[src/rtl/dual_fetch_unit_if.sv]
// -----------------------------------------------------------------------------
// dual_fetch_unit_if
//
// Purpose: instruction-memory read bus between the dual fetch unit and a
//          two-port combinational instruction memory.
//
// Signals:
//   imem_addr_top  fetch address of the top slot      (fetch unit -> memory)
//   imem_addr_bot  fetch address of the bottom slot   (fetch unit -> memory)
//   imem_q_top     word stored at imem_addr_top       (memory -> fetch unit)
//   imem_q_bot     word stored at imem_addr_bot       (memory -> fetch unit)
//
// Modports:
//   master  the fetch unit (drives addresses, samples data)
//   slave   the instruction memory (samples addresses, drives data)
// -----------------------------------------------------------------------------
interface dual_fetch_unit_if #(
    parameter int PC_WIDTH = 12
);
    logic [PC_WIDTH-1:0] imem_addr_top;
    logic [PC_WIDTH-1:0] imem_addr_bot;
    logic [31:0]         imem_q_top;
    logic [31:0]         imem_q_bot;

    modport master (
        output imem_addr_top,
        output imem_addr_bot,
        input  imem_q_top,
        input  imem_q_bot
    );

    modport slave (
        input  imem_addr_top,
        input  imem_addr_bot,
        output imem_q_top,
        output imem_q_bot
    );
endinterface

[src/rtl/dual_fetch_unit.sv]
// -----------------------------------------------------------------------------
// dual_fetch_unit
//
// Purpose: fetch stage feeding a two-wide fetch/decode latch. Each edge the
//          unit fetches the pair {fetch_pc, fetch_pc+1} from a combinational
//          instruction memory and loads it into the latch, unless a flush,
//          freeze or partial-issue stall changes what is loaded.
//
// Edge priority (highest first):
//   recover   -> latch gets two bubbles, fetch_pc <= recover_pc, count flush
//   redirect  -> latch gets two bubbles, fetch_pc <= redirect_pc, count flush
//   hold      -> nothing changes
//   stall_bot -> unissued bottom moves to top, new bottom is word at fetch_pc
//   otherwise -> normal advance by two words
//
// Configuration:
//   DUAL_FETCH_UNIT_DUAL_ISSUE_EN defined   : two-wide behaviour as above.
//   DUAL_FETCH_UNIT_DUAL_ISSUE_EN undefined : single issue; only the top slot
//       is loaded, fetch_pc advances by one, stall_bot is ignored and the
//       bottom-slot outputs are constant 0. imem_addr_bot still shows
//       fetch_pc+1.
//
// Ports:
//   clock           single clock, rising edge
//   reset           asynchronous active-low reset
//   imem            instruction-memory bus (dual_fetch_unit_if.master)
//   hold            global freeze
//   stall_bot       decode did not issue the latched bottom instruction
//   redirect        decode taken jump / predicted branch
//   redirect_pc     decode target (low PC_WIDTH bits used)
//   recover         execute misprediction flush
//   recover_pc      corrected PC (low PC_WIDTH bits used)
//   instruction_top latched top instruction word
//   instruction_bot latched bottom instruction word
//   pc_top          zero-extended word PC of instruction_top
//   pc_bot          zero-extended word PC of instruction_bot
//   flush_count     saturating count of bubble-loading flush edges
// -----------------------------------------------------------------------------
module dual_fetch_unit #(
    parameter int PC_WIDTH = 12
) (
    input  logic                  clock,
    input  logic                  reset,

    dual_fetch_unit_if.master     imem,

    input  logic                  hold,
    input  logic                  stall_bot,
    input  logic                  redirect,
    input  logic [31:0]           redirect_pc,
    input  logic                  recover,
    input  logic [31:0]           recover_pc,

    output logic [31:0]           instruction_top,
    output logic [31:0]           instruction_bot,
    output logic [31:0]           pc_top,
    output logic [31:0]           pc_bot,
    output logic [15:0]           flush_count
);

    localparam logic [31:0]         NOP       = 32'h0;
    localparam logic [PC_WIDTH-1:0] PC_ZERO   = '0;
    localparam logic [PC_WIDTH-1:0] PC_ONE    = PC_WIDTH'(1);
    localparam logic [PC_WIDTH-1:0] PC_TWO    = PC_WIDTH'(2);
    localparam logic [15:0]         COUNT_MAX = 16'hFFFF;

    // -------------------------------------------------------------------------
    // State
    // -------------------------------------------------------------------------
    logic [PC_WIDTH-1:0] fetchPc;
    logic [31:0]         instrTopQ;
    logic [PC_WIDTH-1:0] pcTopQ;
    logic [15:0]         flushCountQ;

    logic [PC_WIDTH-1:0] fetchPcNxt;
    logic [31:0]         instrTopNxt;
    logic [PC_WIDTH-1:0] pcTopNxt;
    logic [15:0]         flushCountNxt;

    // All PC arithmetic is PC_WIDTH wide so it wraps modulo 2^PC_WIDTH.
    logic [PC_WIDTH-1:0] pcPlusOne;
    logic [15:0]         flushBumped;

    assign pcPlusOne   = fetchPc + PC_ONE;
    assign flushBumped = (flushCountQ == COUNT_MAX) ? COUNT_MAX : flushCountQ + 16'd1;

    assign imem.imem_addr_top = fetchPc;
    assign imem.imem_addr_bot = pcPlusOne;

`ifdef DUAL_FETCH_UNIT_DUAL_ISSUE_EN
    // -------------------------------------------------------------------------
    // Dual issue: both latch slots are live.
    // -------------------------------------------------------------------------
    logic [31:0]         instrBotQ;
    logic [PC_WIDTH-1:0] pcBotQ;
    logic [31:0]         instrBotNxt;
    logic [PC_WIDTH-1:0] pcBotNxt;
    logic                unusedInputs;

    // Upper PC bits beyond PC_WIDTH are architecturally ignored.
    assign unusedInputs = ^{redirect_pc, recover_pc};

    // NOTE: every variable gets its hold value first so no path leaves it
    // unassigned; otherwise synthesis would infer a latch.
    always_comb begin
        fetchPcNxt    = fetchPc;
        instrTopNxt   = instrTopQ;
        pcTopNxt      = pcTopQ;
        instrBotNxt   = instrBotQ;
        pcBotNxt      = pcBotQ;
        flushCountNxt = flushCountQ;

        if (recover) begin
            instrTopNxt   = NOP;
            pcTopNxt      = PC_ZERO;
            instrBotNxt   = NOP;
            pcBotNxt      = PC_ZERO;
            fetchPcNxt    = recover_pc[PC_WIDTH-1:0];
            flushCountNxt = flushBumped;
        end else if (redirect) begin
            instrTopNxt   = NOP;
            pcTopNxt      = PC_ZERO;
            instrBotNxt   = NOP;
            pcBotNxt      = PC_ZERO;
            fetchPcNxt    = redirect_pc[PC_WIDTH-1:0];
            flushCountNxt = flushBumped;
        end else if (hold) begin
            // Frozen: defaults already keep every register.
        end else if (stall_bot) begin
            // Decode issued only the top slot: the stranded bottom moves up
            // and is re-paired with the next sequential word.
            instrTopNxt = instrBotQ;
            pcTopNxt    = pcBotQ;
            instrBotNxt = imem.imem_q_top;
            pcBotNxt    = fetchPc;
            fetchPcNxt  = pcPlusOne;
        end else begin
            instrTopNxt = imem.imem_q_top;
            pcTopNxt    = fetchPc;
            instrBotNxt = imem.imem_q_bot;
            pcBotNxt    = pcPlusOne;
            fetchPcNxt  = fetchPc + PC_TWO;
        end
    end

    always_ff @(posedge clock or negedge reset) begin
        if (!reset) begin
            instrBotQ <= NOP;
            pcBotQ    <= PC_ZERO;
        end else begin
            instrBotQ <= instrBotNxt;
            pcBotQ    <= pcBotNxt;
        end
    end

    assign instruction_bot = instrBotQ;
    assign pc_bot          = 32'(pcBotQ);

`else
    // -------------------------------------------------------------------------
    // Single issue: only the top slot is loaded; bottom outputs are tied off.
    // -------------------------------------------------------------------------
    logic unusedInputs;

    // stall_bot and the bottom read port have no effect in this build.
    assign unusedInputs = ^{stall_bot, imem.imem_q_bot, redirect_pc, recover_pc};

    // NOTE: every variable gets its hold value first so no path leaves it
    // unassigned; otherwise synthesis would infer a latch.
    always_comb begin
        fetchPcNxt    = fetchPc;
        instrTopNxt   = instrTopQ;
        pcTopNxt      = pcTopQ;
        flushCountNxt = flushCountQ;

        if (recover) begin
            instrTopNxt   = NOP;
            pcTopNxt      = PC_ZERO;
            fetchPcNxt    = recover_pc[PC_WIDTH-1:0];
            flushCountNxt = flushBumped;
        end else if (redirect) begin
            instrTopNxt   = NOP;
            pcTopNxt      = PC_ZERO;
            fetchPcNxt    = redirect_pc[PC_WIDTH-1:0];
            flushCountNxt = flushBumped;
        end else if (hold) begin
            // Frozen: defaults already keep every register.
        end else begin
            instrTopNxt = imem.imem_q_top;
            pcTopNxt    = fetchPc;
            fetchPcNxt  = pcPlusOne;
        end
    end

    assign instruction_bot = NOP;
    assign pc_bot          = 32'h0;
`endif

    // -------------------------------------------------------------------------
    // Shared registers
    // -------------------------------------------------------------------------
    // NOTE: sequential state uses non-blocking assignments so every register
    // samples its pre-edge inputs, independent of statement order.
    always_ff @(posedge clock or negedge reset) begin
        if (!reset) begin
            fetchPc     <= PC_ZERO;
            instrTopQ   <= NOP;
            pcTopQ      <= PC_ZERO;
            flushCountQ <= 16'h0;
        end else begin
            fetchPc     <= fetchPcNxt;
            instrTopQ   <= instrTopNxt;
            pcTopQ      <= pcTopNxt;
            flushCountQ <= flushCountNxt;
        end
    end

    assign instruction_top = instrTopQ;
    assign pc_top          = 32'(pcTopQ);
    assign flush_count     = flushCountQ;

endmodule

[src/flat_wrapper.sv]
// flat-port wrapper written by rule: the top's interface ports become plain ports
module dual_fetch_unit_flat 
#(
    parameter int PC_WIDTH = 12
)
  (clock, reset, hold, stall_bot, redirect, redirect_pc, recover, recover_pc, instruction_top, instruction_bot, pc_top, pc_bot, flush_count, imem_imem_addr_top, imem_imem_addr_bot, imem_imem_q_top, imem_imem_q_bot);
  dual_fetch_unit_if #(.PC_WIDTH(PC_WIDTH)) imem_i ();
  input  logic clock;
  input  logic reset;
  input  logic hold;
  input  logic stall_bot;
  input  logic redirect;
  input  logic [31:0] redirect_pc;
  input  logic recover;
  input  logic [31:0] recover_pc;
  output logic [31:0] instruction_top;
  output logic [31:0] instruction_bot;
  output logic [31:0] pc_top;
  output logic [31:0] pc_bot;
  output logic [15:0] flush_count;
  output wire logic [$bits(imem_i.imem_addr_top)-1:0] imem_imem_addr_top;
  output wire logic [$bits(imem_i.imem_addr_bot)-1:0] imem_imem_addr_bot;
  input wire logic [$bits(imem_i.imem_q_top)-1:0] imem_imem_q_top;
  input wire logic [$bits(imem_i.imem_q_bot)-1:0] imem_imem_q_bot;
  assign imem_imem_addr_top = imem_i.imem_addr_top;
  assign imem_imem_addr_bot = imem_i.imem_addr_bot;
  assign imem_i.imem_q_top = imem_imem_q_top;
  assign imem_i.imem_q_bot = imem_imem_q_bot;
  dual_fetch_unit #(.PC_WIDTH(PC_WIDTH)) u_core (.clock(clock), .reset(reset), .imem(imem_i), .hold(hold), .stall_bot(stall_bot), .redirect(redirect), .redirect_pc(redirect_pc), .recover(recover), .recover_pc(recover_pc), .instruction_top(instruction_top), .instruction_bot(instruction_bot), .pc_top(pc_top), .pc_bot(pc_bot), .flush_count(flush_count));
endmodule
[config.mk]
export PLATFORM = sky130hd
export DESIGN_NAME = dual_fetch_unit_flat
export DESIGN_NICKNAME = d
export VERILOG_FILES = /design/src/rtl/dual_fetch_unit_if.sv /design/src/rtl/dual_fetch_unit.sv /design/src/flat_wrapper.sv
export SDC_FILE = /design/constraint.sdc
export NUM_CORES = 1
export LEC_CHECK = 0
export BUFFER_PORTS_ARGS = -buffer_cell sky130_fd_sc_hd__buf_2
export CORE_AREA = 4 4 115 117
export CTS_CLUSTER_DIAMETER = 40
export CTS_CLUSTER_SIZE = 8
export DETAILED_ROUTE_END_ITERATION = 10
export DIE_AREA = 0 0 119 121
export PLACE_DENSITY = 0.83
export SLEW_MARGIN = 10
export SYNTH_ARGS = -nofsm -noshare
export SYNTH_HDL_FRONTEND = slang
export SYNTH_SLANG_ARGS = --single-unit
[constraint.sdc]
create_clock -name clock -period 1.6 [get_ports clock]
set_input_delay 0.08 -clock clock [delete_from_list [all_inputs] [get_ports clock]]
set_output_delay 0.08 -clock clock [all_outputs]
set_load 0.005 [all_outputs]
# Word level (Yosys, flattened, before mapping)
# Cells that the tools add are included.
word_totals:
  ff_bits: 72
  latch_bits: 0
  ram_bits: 0
  rom_bits: 0
  in_bits: 134
  n_memories: 0
classes:
  add_sub_neg: 2
  multipliers: 0
  div_mod_pow: 0
  n_lt_le_gt_ge: 0
  n_eq_ne: 2
  shifts: 0
  n_mux: 12
  bitwise: 0
  reduce_logical: 1
ops:
  columns: ["op", "n"]
  rows:
  - ["2-to-1 mux 32 bit", 3]
  - ["2-to-1 mux 12 bit", 6]
  - ["2-to-1 mux 16 bit", 3]
  - ["adder 16 x 1 -> 16 bit, second input constant", 1]
  - ["equality test 16 bit, second input constant", 1]
  - ["adder 12 x 1 -> 12 bit, second input constant", 1]
  - ["!= test 3 x 1 -> 1 bit, second input constant", 1]
  - ["nonzero test 2 bit", 1]

# Longest topological paths before layout
depth:
  depth_word: 4
  ltp_mapped: 6

# Least setup slack after synthesis
# No wires, ideal clock.
synth_timing:
  kind: "reg2reg"
  start: "register u_core.fetchPc[2], in the netlist u_core.imem.imem_addr_top[2]"
  end: "register u_core.fetchPc[11], in the netlist u_core.imem.imem_addr_top[11]"
  arrival_ns: 1.706
  t_required_ns: 1.531
  setup_slack_ns: -0.175
  stages_incl_launch_ff: 6
  n_path_buf: 1
  synth_period_minus_slack_ns: 1.775
  cell_sequence: "dfrtp_1 buf_6 nand3_2 or4_4 or4_1 nand3_1"
synth_between:
  elab_chain_cells: 4
synth_rtl:
  columns: ["item", "line", "source"]
  rows:
  - ["start, declared", "dual_fetch_unit.sv:70", "logic [PC_WIDTH-1:0] fetchPc;"]
  - ["start signal, assigned", "dual_fetch_unit.sv:211", "fetchPc <= fetchPcNxt;"]
  - ["adder 12 x 1 -> 12 bit", "dual_fetch_unit.sv:84", "assign pcPlusOne = fetchPc + PC_ONE;"]
  - ["2-to-1 mux 12 bit", "dual_fetch_unit.sv:186", "end else if (hold) begin"]
  - ["2-to-1 mux 12 bit", "dual_fetch_unit.sv:181", "end else if (redirect) begin"]
  - ["2-to-1 mux 12 bit", "dual_fetch_unit.sv:176", "if (recover) begin"]
# Every way passes these cells. The select of a mux whose other input is x is not followed.
# A chain may end at the register's enable or synchronous reset.

# Worst setup path in the final report
layout_timing:
  start: "register u_core.fetchPc[8], in the netlist u_core.imem.imem_addr_top[8]"
  end: "output port imem_imem_addr_bot[11]"
layout_between:
  elab_chain_cells: 1
layout_rtl:
  columns: ["item", "line", "source"]
  rows:
  - ["adder 12 x 1 -> 12 bit", "dual_fetch_unit.sv:84", null]
  - ["end, declared", "flat_wrapper.sv:22", "output wire logic [$bits(imem_i.imem_addr_bot)-1:0] imem_imem_addr_bot;"]
# Every way passes these cells.

==> impl_metrics.tcl <==
set metrics [dict create \
    status "finished with violations" \
    violations "negative setup slack" \
    via_per_inst 4.47 \
    clock-sinks 72 \
    seq_area_frac_synth_pct 43.4 \
    period_needed_ps 1750 \
    critPathKind "flip-flop to output pin" \
    synth-edff-count 0 \
    grt_use_total_pct 16.7 \
    synth-seq-cells 72 \
    critPathArrivalTime_ps 1670 \
    portBuffers 144 \
    postRouteAntennaNets 0 \
    io-pin-count 302 \
    rows 41 \
    synthCells 428 \
    clkPwrFrac_pct 38.1 \
    die_area_um2 14400 \
    place_hpwl_mm 8.90 \
    layout_common_cells "buf_2 (142), conb_1 (84), dfrtp_1 (70)" \
    powerDensity_nw_per_um2 960 \
    area_growth_pct 43.0 \
    grt_pass1_wl_mm 18.7 \
    clk_pin_slew_ps 60 \
    tns_ps -635 \
    cp-end-kind "output pin" \
    drtIter0Drc 158 \
    slew_viol_final 0 \
    clock_path_buffers 2 \
    ys_warn_count 0 \
    clkLatencyLatePin_ps 340 \
    rsz0062_at_grt "true" \
    synth.distinct_cells 46 \
    skew_ps 6.22 \
    power.leakage_uw 0.00322 \
    cts_tree "built" \
    hold_viol_final 0 \
    n_antenna_cell 0 \
    drcViolationCount 0 \
    start_kind "flip-flop" \
    syn_avg_cell_area_um2 9.69 \
    final_nets 780 \
    max_cap_viol_count 0 \
    pwr-share-seq_pct 37.0 \
    finalSetupViolCount 7 \
    grt_max_degree 34 \
    start_util_pct 33.5 \
    worst_hold_path_type "input pin to flip-flop" \
    place_congestion 0.771 \
    placed_cells 767 \
    dr.pass1.iters 4 \
    h-tree-depth 3 \
    core_area_um2 12400 \
    synth_area_leaders "dfrtp_1 (43%), buf_4 (15%), mux2i_1 (11%)" \
    crit_fanout 2 \
    antenna_found_initial 0 \
    yosysTopAreaCellShare_pct 43.4 \
    intPower_uw 4070 \
    critPathRequiredTime_ps 1520 \
    final_core_util_pct 48.0 \
    routed_wl_mm 12.3 \
    die_w_um 119 \
    root_buffer "clkbuf_16" \
    cts_buffers 9 \
    switching_share_pct 28.5 \
    peakVddDrop_v 0.000772 \
    dp_slack_ps -79.7 \
    drive_gt1_share_pct 37.9 \
    ys.flop_type "dfrtp_1" \
    worst_pin_slew_ps 788 \
    grt_pass1_vias 3719 \
    yosysTopAreaCell "dfrtp_1" \
    setup_ws_ps -147 \
    fmax_mhz 572 \
    timing.final.crit_share_pct 109 \
    instances_no_fill 821 \
    combPwrFrac_pct 24.9 \
    vias 3668 \
    avgRoutedWirePerCell_um 15.0 \
    final_common_cell "buf_2" \
    die_h_um 121 \
    grt_overflow 0 \
    syn_area_um2 4150 \
    relSlewSlack_pct 47.4 \
    fillers 1121 \
    power_switching_uw 1620 \
    ys_async_sr_fraction_pct 100 \
]
## sequential cells by signal (all words and copies together) (netlist names)
| register | count |
|---|---|
| u_core.imem.imem_addr_top | 12 |
| u_core.pcTopQ | 12 |
| u_core.instruction_top | 32 |
| u_core.flush_count | 16 |
## Yosys cell counts, drive strengths merged (3+ instances only)
library cell and n:
nand3 15, nor3 3, inv 7, and3 3, nand2 35, o21ai 8, mux2i 44, o211ai 3
mux2 4, a21oi 11, o22a 3, dfrtp 72, nor4 4, buf 93, clkbuf 10, xnor2 14
nor2 51, xor2 7, a22oi 6, nand4 3, a22o 3, or3 3
## through the flow
step	instance area (µm²)	hold WS (ps)	power, µW
detailed placement	5040	4.10	3390
global route	5930	2.86	5990
CTS	5830	0.500	5710
global placement	5040	3.76	3360
finish	5930	11.9	5700
floorplan	4480	-216	2870
## power by group through the flow
stage               clock (µW)  sequential [µW]  combinational (µW)
finish                    2170             2110                1420
global placement             0             2120                1240
detailed placement           0             2130                1260
floorplan                    0             2190                 679
CTS                       2220             2100                1380
global route              2290             2130                1570
## logic make-up (layout without fill, tap and decap cells)
kind of cell | count (synthesis) | count (layout) | share of synthesized area (%)
AND/OR/NAND/NOR | 126 | 126 | 13.7
flip-flops | 72 | 72 | 43.4
multiplexers | 48 | 48 | 11.7
AO/OA/AOI/OAI | 48 | 48 | 7.99
XOR/XNOR | 21 | 21 | 4.43
buffers and inverters | 110 | 248 | 18.0
adder cells (fa/ha/maj) | 2 | 2 | 0.603
other | 1 | 84 | 0.0904
## metal layers
metal | global-route usage (%) | wire, µm
met5 | 0 | 0
met4 | 5.14 | 131
met1 | 16.9 | 4470
met3 | 4.94 | 808
met2 | 32.7 | 6860
## path summary, 6_finish.rpt
path / startpoint / endpoint / slack [ps] / depth (start not counted)
max: u_core.imem.imem_addr_top[8]$_DFFE_PN0P_ / imem_imem_addr_bot[11] / -150 / 4
min: imem_imem_q_top[28] / u_core.instruction_top[28]$_DFFE_PN0P_ / 10 / 3
max reg2reg: u_core.imem.imem_addr_top[8]$_DFFE_PN0P_ / u_core.imem.imem_addr_top[11]$_DFFE_PN0P_ / -130 / 5
min reg2reg: u_core.pcTopQ[2]$_DFFE_PN0P_ / u_core.pcTopQ[2]$_DFFE_PN0P_ / 510 / 2
max in group asynchronous: reset / u_core.instruction_top[13]$_DFFE_PN0P_ / 830 / 3
min in group asynchronous: reset / u_core.pcTopQ[2]$_DFFE_PN0P_ / 200 / 2
## critical path: stages, from the launching register on
cell and delay [ps]:
dfrtp_1 360, nand3_1 90, or4_4 580, xnor2_2 160, buf_2 140
## area by class of cell
cell class | instances | area, µm² | area share, %
Multi-Input combinational cell | 329 | 2110 | 35.6
Sequential cell | 72 | 1800 | 30.4
Timing Repair Buffer | 225 | 1450 | 24.5
Clock buffer | 10 | 239 | 4.03
Tap cell | 172 | 215 | 3.63
Clock inverter | 6 | 82.6 | 1.39
Inverter | 7 | 26.3 | 0.443
## repair_timing
action,in CTS,in global routing
endpoints found under the setup margin,11,26
resized for setup,24,14
endpoints found under the hold margin,81,0
pin swaps,9,7
hold buffers,29,0
buffers inserted,6,6
Note: power is estimated with default switching activity, not from simulation.
